[config.mk]
export PLATFORM = sky130hd
export DESIGN_NAME = clock_enable_controller
export DESIGN_NICKNAME = d
export VERILOG_FILES = /design/src/rtl/clk_ctrl_pkg.sv /design/src/rtl/clk_en_divider.sv /design/src/rtl/clock_enable_controller.sv
export SDC_FILE = /design/constraint.sdc
export NUM_CORES = 1
export LEC_CHECK = 0
export CORE_MARGIN = 4
export CORE_UTILIZATION = 40
export DETAILED_ROUTE_END_ITERATION = 16
export PLACE_DENSITY = 0.59
export SLEW_MARGIN = 20
export SYNTH_ARGS = -nofsm -noshare
export SYNTH_HDL_FRONTEND = slang
export SYNTH_SLANG_ARGS = --single-unit
[constraint.sdc]
create_clock -name Clock -period 3.6 [get_ports Clock]
set_input_delay 0.72 -clock Clock [delete_from_list [all_inputs] [get_ports Clock]]
set_output_delay 0.72 -clock Clock [all_outputs]
set_load 0.1 [all_outputs]
[src/rtl/clk_ctrl_pkg.sv]
// rtl/clk_ctrl_pkg.sv - shared constants and FSM state encoding for clock_enable_controller
// Contents:
//   DIV_W_DEFAULT  default divisor width
//   CH_IDX_W       width of the channel index on the config port
//   run_state_e    run-control FSM states (RUN, DRAIN, HALTED, STEP)
package clk_ctrl_pkg;

   localparam int DIV_W_DEFAULT = 16;
   localparam int CH_IDX_W      = 3;

   typedef enum logic [1:0] {
      ST_RUN    = 2'd0,
      ST_DRAIN  = 2'd1,
      ST_HALTED = 2'd2,
      ST_STEP   = 2'd3
   } run_state_e;

endpackage

[src/rtl/clk_en_divider.sv]
// rtl/clk_en_divider.sv - one programmable enable-strobe channel
// Ports:
//   clk     in   system clock
//   rst     in   asynchronous reset, active-high
//   wr_en   in   load wr_div into the shadow divisor
//   wr_div  in   new divisor (0 behaves as 1)
//   cnt_en  in   counter advances only while high; frozen otherwise
//   strobe  out  registered one-cycle enable, period = active divisor
module clk_en_divider
   import clk_ctrl_pkg::*;
#(
   parameter int DIV_W     = DIV_W_DEFAULT,
   parameter int DIV_RESET = 1
) (
   input  logic             clk,
   input  logic             rst,
   input  logic             wr_en,
   input  logic [DIV_W-1:0] wr_div,
   input  logic             cnt_en,
   output logic             strobe
);

   // Counter reload value for a divisor; a zero divisor behaves as 1.
   function automatic logic [DIV_W-1:0] reload_of(input logic [DIV_W-1:0] d);
      return (d == '0) ? '0 : d - DIV_W'(1);
   endfunction

   localparam logic [DIV_W-1:0] RST_DIV = DIV_W'(DIV_RESET);
   localparam logic [DIV_W-1:0] RST_CNT = reload_of(RST_DIV);

   logic [DIV_W-1:0] shadow_q, shadow_d;
   logic [DIV_W-1:0] active_q, active_d;
   logic [DIV_W-1:0] count_q,  count_d;
   logic             strobe_q, strobe_d;

   always_comb begin
      shadow_d = shadow_q;
      active_d = active_q;
      count_d  = count_q;
      strobe_d = 1'b0;
      if (wr_en) begin
         shadow_d = wr_div;
      end
      if (cnt_en) begin
         if (count_q == '0) begin
            // Adopt the shadow only here, so a period is never cut short or
            // stretched. shadow_q (not shadow_d) is used: a write landing on
            // this same cycle waits for the following reload.
            active_d = shadow_q;
            count_d  = reload_of(active_d);
            strobe_d = 1'b1;
         end else begin
            count_d = count_q - DIV_W'(1);
         end
      end
   end

   always_ff @(posedge clk or posedge rst) begin
      if (rst) begin
         shadow_q <= RST_DIV;
         active_q <= RST_DIV;
         count_q  <= RST_CNT;
         strobe_q <= 1'b0;
      end else begin
         shadow_q <= shadow_d;
         active_q <= active_d;
         count_q  <= count_d;
         strobe_q <= strobe_d;
      end
   end

   assign strobe = strobe_q;

endmodule

[src/rtl/clock_enable_controller.sv]
// rtl/clock_enable_controller.sv - per-channel clock-enable strobes with run/halt/single-step control
// Optional build macro: CLKCTRL_TICK_COUNT_EN (enables the 32-bit master tick counter)
// Ports:
//   Clock      in   system clock
//   Reset      in   asynchronous reset, active-high
//   CfgWrEn    in   divisor write strobe
//   CfgCh      in   target channel of the write (>= NUM_CH is ignored)
//   CfgDiv     in   new divisor value
//   HaltReq    in   level: 1 requests halt, 0 requests run
//   StepReq    in   pulse: one master tick while halted
//   ClkEn      out  per-channel enable strobes, channel 0 is the master
//   Halted     out  high while the FSM is in HALTED
//   TickCount  out  master strobe count (constant 0 without the macro)
module clock_enable_controller
   import clk_ctrl_pkg::*;
#(
   parameter int NUM_CH    = 2,
   parameter int DIV_W     = DIV_W_DEFAULT,
   parameter int DIV_RESET = 1
) (
   input  logic                Clock,
   input  logic                Reset,
   input  logic                CfgWrEn,
   input  logic [CH_IDX_W-1:0] CfgCh,
   input  logic [DIV_W-1:0]    CfgDiv,
   input  logic                HaltReq,
   input  logic                StepReq,
   output logic [NUM_CH-1:0]   ClkEn,
   output logic                Halted,
   output logic [31:0]         TickCount
);

   run_state_e        state_q, state_d;
   logic [NUM_CH-1:0] wr_sel;
   logic [NUM_CH-1:0] strobe;
   logic              master_strobe;
   logic              cnt_en;

   assign master_strobe = strobe[0];

   always_comb begin
      wr_sel = '0;
      for (int i = 0; i < NUM_CH; i++) begin
         wr_sel[i] = CfgWrEn && (CfgCh == CH_IDX_W'(i));
      end
   end

   always_comb begin
      state_d = state_q;
      case (state_q)
         ST_RUN: begin
            if (HaltReq) state_d = ST_DRAIN;
         end
         ST_DRAIN: begin
            if (!HaltReq)          state_d = ST_RUN;
            else if (master_strobe) state_d = ST_HALTED;
         end
         ST_HALTED: begin
            if (!HaltReq)    state_d = ST_RUN;
            else if (StepReq) state_d = ST_STEP;
         end
         ST_STEP: begin
            // Extra StepReq pulses are simply not looked at here.
            if (master_strobe) state_d = HaltReq ? ST_HALTED : ST_RUN;
         end
         default: state_d = ST_RUN;
      endcase
   end

   // Counters freeze on the cycle that enters HALTED as well as in HALTED
   // itself, so no strobe is registered into the halted period and the first
   // strobe after leaving HALTED comes at least one cycle after the exit.
   assign cnt_en = (state_q != ST_HALTED) && (state_d != ST_HALTED);

   always_ff @(posedge Clock or posedge Reset) begin
      if (Reset) state_q <= ST_RUN;
      else       state_q <= state_d;
   end

   for (genvar i = 0; i < NUM_CH; i++) begin : g_ch
      clk_en_divider #(
         .DIV_W     (DIV_W),
         .DIV_RESET (DIV_RESET)
      ) u_div (
         .clk    (Clock),
         .rst    (Reset),
         .wr_en  (wr_sel[i]),
         .wr_div (CfgDiv),
         .cnt_en (cnt_en),
         .strobe (strobe[i])
      );
   end

   assign ClkEn  = strobe;
   assign Halted = (state_q == ST_HALTED);

`ifdef CLKCTRL_TICK_COUNT_EN
   logic [31:0] tick_q, tick_d;

   always_comb begin
      tick_d = tick_q;
      if (master_strobe) tick_d = tick_q + 32'd1;
   end

   always_ff @(posedge Clock or posedge Reset) begin
      if (Reset) tick_q <= '0;
      else       tick_q <= tick_d;
   end

   assign TickCount = tick_q;
`else
   assign TickCount = 32'd0;
`endif

endmodule

==> impl_metrics.sql <==
INSERT INTO impl_metrics (metric_group, metric, value, unit) VALUES
('run_status', 'outcome', 'complete, no violations', ''),
('worst_setup_path', 'worstPathMaxFanout', '13', ''),
('sta', 'report.final.slew_viol_count', '0', ''),
('synth', 'ys_top_cells_by_area', 'dfrtp_1 (39%), mux2_2 (7.4%), buf_4 (6.0%)', ''),
('sta', 'fin_skew', '0.00890', 'ns'),
('worst_setup_path', 'critical_path_rt', '3.87', 'ns'),
('synth', 'synth_warnings', '0', ''),
('worst_setup_path', 'timing.critical_path.slowest_cell_delay', '0.67', 'ns'),
('die', 'fp.dieW', '111', 'µm'),
('route', 'drt_pass1_iterations', '4', ''),
('final_layout', 'layout-drive-gt1-share', '15.9', '%'),
('synth', 'synth_top_cell_by_area', 'dfrtp_1', ''),
('worst_setup_path', 'worstSetupStartpointType', 'flip-flop', ''),
('sta', 'setup_viol', '0', ''),
('synth', 'synthAdderAreaFrac', '1.76', '%'),
('clocking', 'cts_tree', 'yes', ''),
('synth', 'synth_area_in_simple_gates', '22.5', '%'),
('sta', 'max_freq', '360', 'MHz'),
('synth', 'synth_compound_area_share', '12.3', '%'),
('route', 'detailedRoute.firstIterationViolations', '234', ''),
('final_layout', 'area_growth_syn_to_layout', '14.2', '%'),
('sta', 'slew-limit-headroom', '35.8', '%'),
('route', 'final_antenna_net_count', '0', ''),
('die', 'die_height', '111', 'µm'),
('final_layout', 'num_antenna_cells', '0', ''),
('route', 'viasPerCell', '5.53', ''),
('sta', 'final_period_util', '77.2', '%'),
('synth', 'main_combinational_cell_family_by_area_after_synthesis', 'simple AND/OR/NAND/NOR gates', ''),
('final_layout', 'final_core_utilization', '46.9', '%'),
('final_layout', 'finalNetCount', '509', ''),
('worst_setup_path', 'timing.critical_path.slowest_stage_cell', 'or4_1', ''),
('route', 'dr_vias', '3427', ''),
('placement', 'place_hpwl', '7230', 'µm'),
('clocking', 'cts_setup_buffers', '0', ''),
('synth', 'async_reset_ff_share', '100', '%'),
('final_layout', 'layout.cell_area.non_filler', '4860', 'µm²'),
('placement', 'pre_cts_worst_setup_slack', '0.806', 'ns'),
('synth', 'synth-edff-count', '0', ''),
('route', 'detail_route.wirelength', '9640', 'µm'),
('global_route', 'antenna_found_initial', '0', ''),
('worst_setup_path', 'timing_worst_setup_path_type', 'flip-flop to flip-flop', ''),
('sta', 'post_route_worst_setup_slack', '0.821', 'ns'),
('worst_hold_path', 'hold_path.class', 'flip-flop to flip-flop', ''),
('global_route', 'maximum_number_of_pins_on_one_net_before_global_route_repair', '35', ''),
('clocking', 'clk-insertion-delay-late', '0.35', 'ns'),
('sta', 'worst_pin_slew', '0.960', 'ns'),
('job', 'drv_cap', '0', ''),
('clocking', 'cts_resized', '0', ''),
('worst_setup_path', 'timing.critical_path.arrival', '3.05', 'ns'),
('global_route', 'grt.total_usage', '16.0', '%'),
('placement', 'final_wtd_congestion', '0.876', ''),
('clocking', 'cts-htree-levels', '3', ''),
('final_layout', 'layout_commonest_cell', 'dfrtp_1', ''),
('die', 'design.die.area', '12400', 'µm²'),
('power_and_ir_drop', 'max-vdd-ir-drop', '0.000243', 'V'),
('clocking', 'numCtsBuffers', '9', ''),
('synth', 'yosysSeqAreaShare', '40.0', '%'),
('synth', 'area_share_of_xor_xnor_cells_in_the_synthesized_design', '5.55', '%'),
('placement', 'port-buffer-count', '26', ''),
('power_and_ir_drop', 'total_power', '3.13', 'mW'),
('clocking', 'cts-hold-fix-buffers', '0', ''),
('power_and_ir_drop', 'pwr_density_cell', '643', 'nW/µm²'),
('die', 'floorplan.initialDensity', '41.1', '%'),
('clocking', 'clkSinkCount', '68', ''),
('die', 'core_region_area', '10400', 'µm²'),
('synth', 'synth.top_cell.area_share', '38.8', '%'),
('worst_setup_path', 'timing.critical_path.cells', 'or4_1 -> nor4b_4 -> nand2_4 -> or3_1 -> o211ai_2', ''),
('synth', 'synthMuxAreaShare', '8.58', '%'),
('synth', 'syn_inst', '452', ''),
('route', 'drt_drc_violations_left', '0', ''),
('synth', 'ys_seq_elements', '68', '');
==> kinds of logic after synthesis <==
logic type      count (synthesis)
simple gates                  170
compound gates                 82
other cells                     1
xor+xnor                       27
mux                            33
flops                          68
fa+ha+maj                       6
buf+inv                        65
==> final timing paths <==
check / startpoint / to / slack (ns) / cells after the start
setup / recovery: g_ch[1].u_div.count_q[7] / g_ch[1].u_div.count_q[7] / 0.82 / 5
hold / removal: g_ch[0].u_div.strobe / state_q[0] / 0.50 / 1
setup reg to reg: g_ch[1].u_div.count_q[7] / g_ch[1].u_div.count_q[7] / 0.82 / 5
hold reg to reg: g_ch[0].u_div.strobe / state_q[0] / 0.50 / 1
max in group asynchronous: Reset / g_ch[0].u_div.shadow_q[0] / 2.14 / 3
min in group asynchronous: Reset / g_ch[0].u_div.strobe / 0.67 / 2
==> Yosys cell counts (2+ instances only) <==
master and instances:
mux2i_1 5, or3_2 2, inv_1 14, mux2_2 28
or3_1 6, o211ai_2 5, or4_1 13, xnor2_1 21
nor4_1 15, dfstp_2 2, nor3b_1 4, o31ai_1 3
ha_1 6, nor3_1 26, xor2_1 6, clkbuf_1 13
o21ai_0 29, buf_4 34, nand4_1 7, nand3_1 11
nand2b_1 5, a211o_1 3, nand2_1 26, a21oi_1 21
a31oi_1 4, and2_1 2, buf_6 2, nor2_1 34
buf_2 2, dfrtp_1 66, a221o_1 2, nor2b_1 3
o21ai_1 2, nand4b_1 3, o211ai_1 4
==> worst max-delay path, delay by kind of cell, from the launching register on <==
family / cells / cell delay [ns]
AND/OR/NAND/NOR: 4 / 2.04
flip-flops: 1 / 0.43
AO/OA/AOI/OAI: 1 / 0.23
==> layout make-up <==
class	instances	area, µm²
well taps	136	170
inverters	14	52.6
fillers	956	5510
multi-input cells	350	2310
flip-flops and latches	68	1700
clock buffers	10	138
clock inverters	6	159
repair buffers	36	333
==> through the flow <==
stage | instances | hold slack [ns]
floorplan | 483 | 0.470
global route | 620 | 0.539
finish | 620 | 0.502
global placement | 604 | 0.498
detailed placement | 604 | 0.497
CTS | 620 | 0.507
==> layer usage <==
metal,GRT usage [%],share of wire (%),wire length [µm]
met1,24.1,49,4730
met2,22.8,42,4090
met3,3.22,6.9,668
met4,5.43,1.7,160
met5,0,0,0
==> flip-flops by register name (all words and copies together), names as in the netlist <==
| name | flops |
|---|---|
| g_ch.u_div.shadow_q | 32 |
| g_ch.u_div.strobe | 2 |
| state_q | 2 |
| g_ch.u_div.count_q | 32 |
==> power breakdown <==
part           internal [mW]  total [mW]  leakage, nW  switching (mW)
combinational          0.390       0.922        0.993           0.531
sequential             0.995        1.28        0.826           0.287
clock                  0.621       0.924        0.147           0.304
total                   2.01        3.13         1.97            1.12
No activity file was read; power rests on OpenSTA's default activity.
==> patch (same flow settings) <==
Build with the macro `CLKCTRL_TICK_COUNT_EN` defined.
--- a/src/rtl/clock_enable_controller.sv
+++ b/src/rtl/clock_enable_controller.sv
@@ -13,2 +13,4 @@
 //   TickCount  out  master strobe count (constant 0 without the macro)
+`define CLKCTRL_TICK_COUNT_EN
+
 module clock_enable_controller
Behaviour: not the same (a bounded check fails within 4 cycles, from zero or initial values and one cycle with Reset high).
==> patch against the original RTL <==
Count of clock-buffer cells in the layout increased by 4. Register-to-register slack improved by 0.24 ns. Critical path depth decreased by 4. Final area grew 32%. Sequential cell count is 32 higher. Via count grew 25%. Hold slack worse by 0.013 ns. Critical path type is now reg -> out. Clock power increased by 4.5%. Sequential power is 31% higher. Worst setup slack better by 0.067 ns. Routed wire length up 31%. Combinational power is 18% higher. Synthesized area is 26% higher. Total power rose by 20%.
==> patch: results (changes against the original RTL) <==
metric	value	unit	change
run_status	finished clean		
peakVddDrop	283	uV	+17%
dr_total_vias	4272		+25%
synth_cell_types	63		+8.6%
cts_root_buf	clkbuf_16		
hold_ws	0.489	ns	-0.0128 ns
placed_cell_area	6140	um2	+35%
dr.pass1.iters	5		+1
hold_start	g_ch[0].u_div.count_q[1]$_DFFE_PP0N_		
startpoint	TickCount[2]$_DFFE_PP0P_		
fin_nets	610		+20%
cpMaxStageDelayCell	clkdlybuf4s50_1		
grt_pass1_vias	4014		+27%
yosysSeqAreaShare	0.467		+0.0670
io_buffers	58		+120%
grt_max_degree	52		+49%
finalCritPeriodShare	0.753		-0.0187
rr_startpoint	g_ch[0].u_div.count_q[7]$_DFFE_PP0N_		
post_cts_resized	0		unchanged
use_met2	0.265		+0.0369
dp_slack	0.820	ns	+0.0142 ns
max_stage_delay	1.18	ns	+0.51 ns
holdPathEnd	g_ch[0].u_div.count_q[1]$_DFFE_PP0N_		
path_clk_slew	0.07	ns	about the same
critical_path.max_fanout	7		-6
p_leak	2.58	nW	+31%
stdcell_count	760		+23%
grt_pass1_wl	20800	um	+28%
cp_top_family	buffers and inverters		
r2r_slack	1.06	ns	+0.24 ns
synth_commonest_cells	dfrtp_1 (98), nand2_1 (37), xnor2_1 (34)		
reg2reg_depth	5		unchanged
hold_depth	2		+1
r2r_end	g_ch[0].u_div.count_q[7]$_DFFE_PP0N_		
grtUsageMet1	0.247		+0.00625
finalWirelength	12600	um	+31%
place_inst	744		+23%
fill_cells	1171		+22%
grt_use_total	0.175		+0.0148
use_met3	0.0300		-0.00223
multi_input_area	2740	um2	+19%
gp_congestion	0.867		-1.0%
finClkSkew	0.00530	ns	-0.00361 ns
worst_pin_slew	0.997	ns	+0.0367 ns
syn_inst	524		+16%
synthFlopType	dfrtp_1		
cp-endpoint	TickCount[2]		
[patch: cells by family after synthesis]
logic type	Yosys count	synth area share
DFF	100	0.467
and+or+nand+nor	213	0.226
muxes	34	0.0700
xor gates and xnor gates	54	0.0882
buffers and inverters	33	0.0261
AOI/OAI and AO/OA	83	0.106
adders and majority gates	7	0.0163
[patch: layout make-up]
type,instances,area share
Multi-Input combinational cell,391,0.426
Sequential cell,100,0.389
Timing Repair Buffer,63,0.0972
Clock buffer,14,0.0395
Tap cell,176,0.0342
Inverter,14,0.00856
Clock inverter,2,0.00545
[patch: power breakdown]
part | switching, mW | internal (mW)
combinational | 0.602 | 0.487
sequential | 0.304 | 1.38
clock | 0.408 | 0.558
[patch: metal layers]
layer | wire length [um] | vias up
met5 | 0 | -
met4 | 228 | 0
met3 | 755 | 14
met2 | 5760 | 144
met1 | 5890 | 2070
li1 | - | 2044
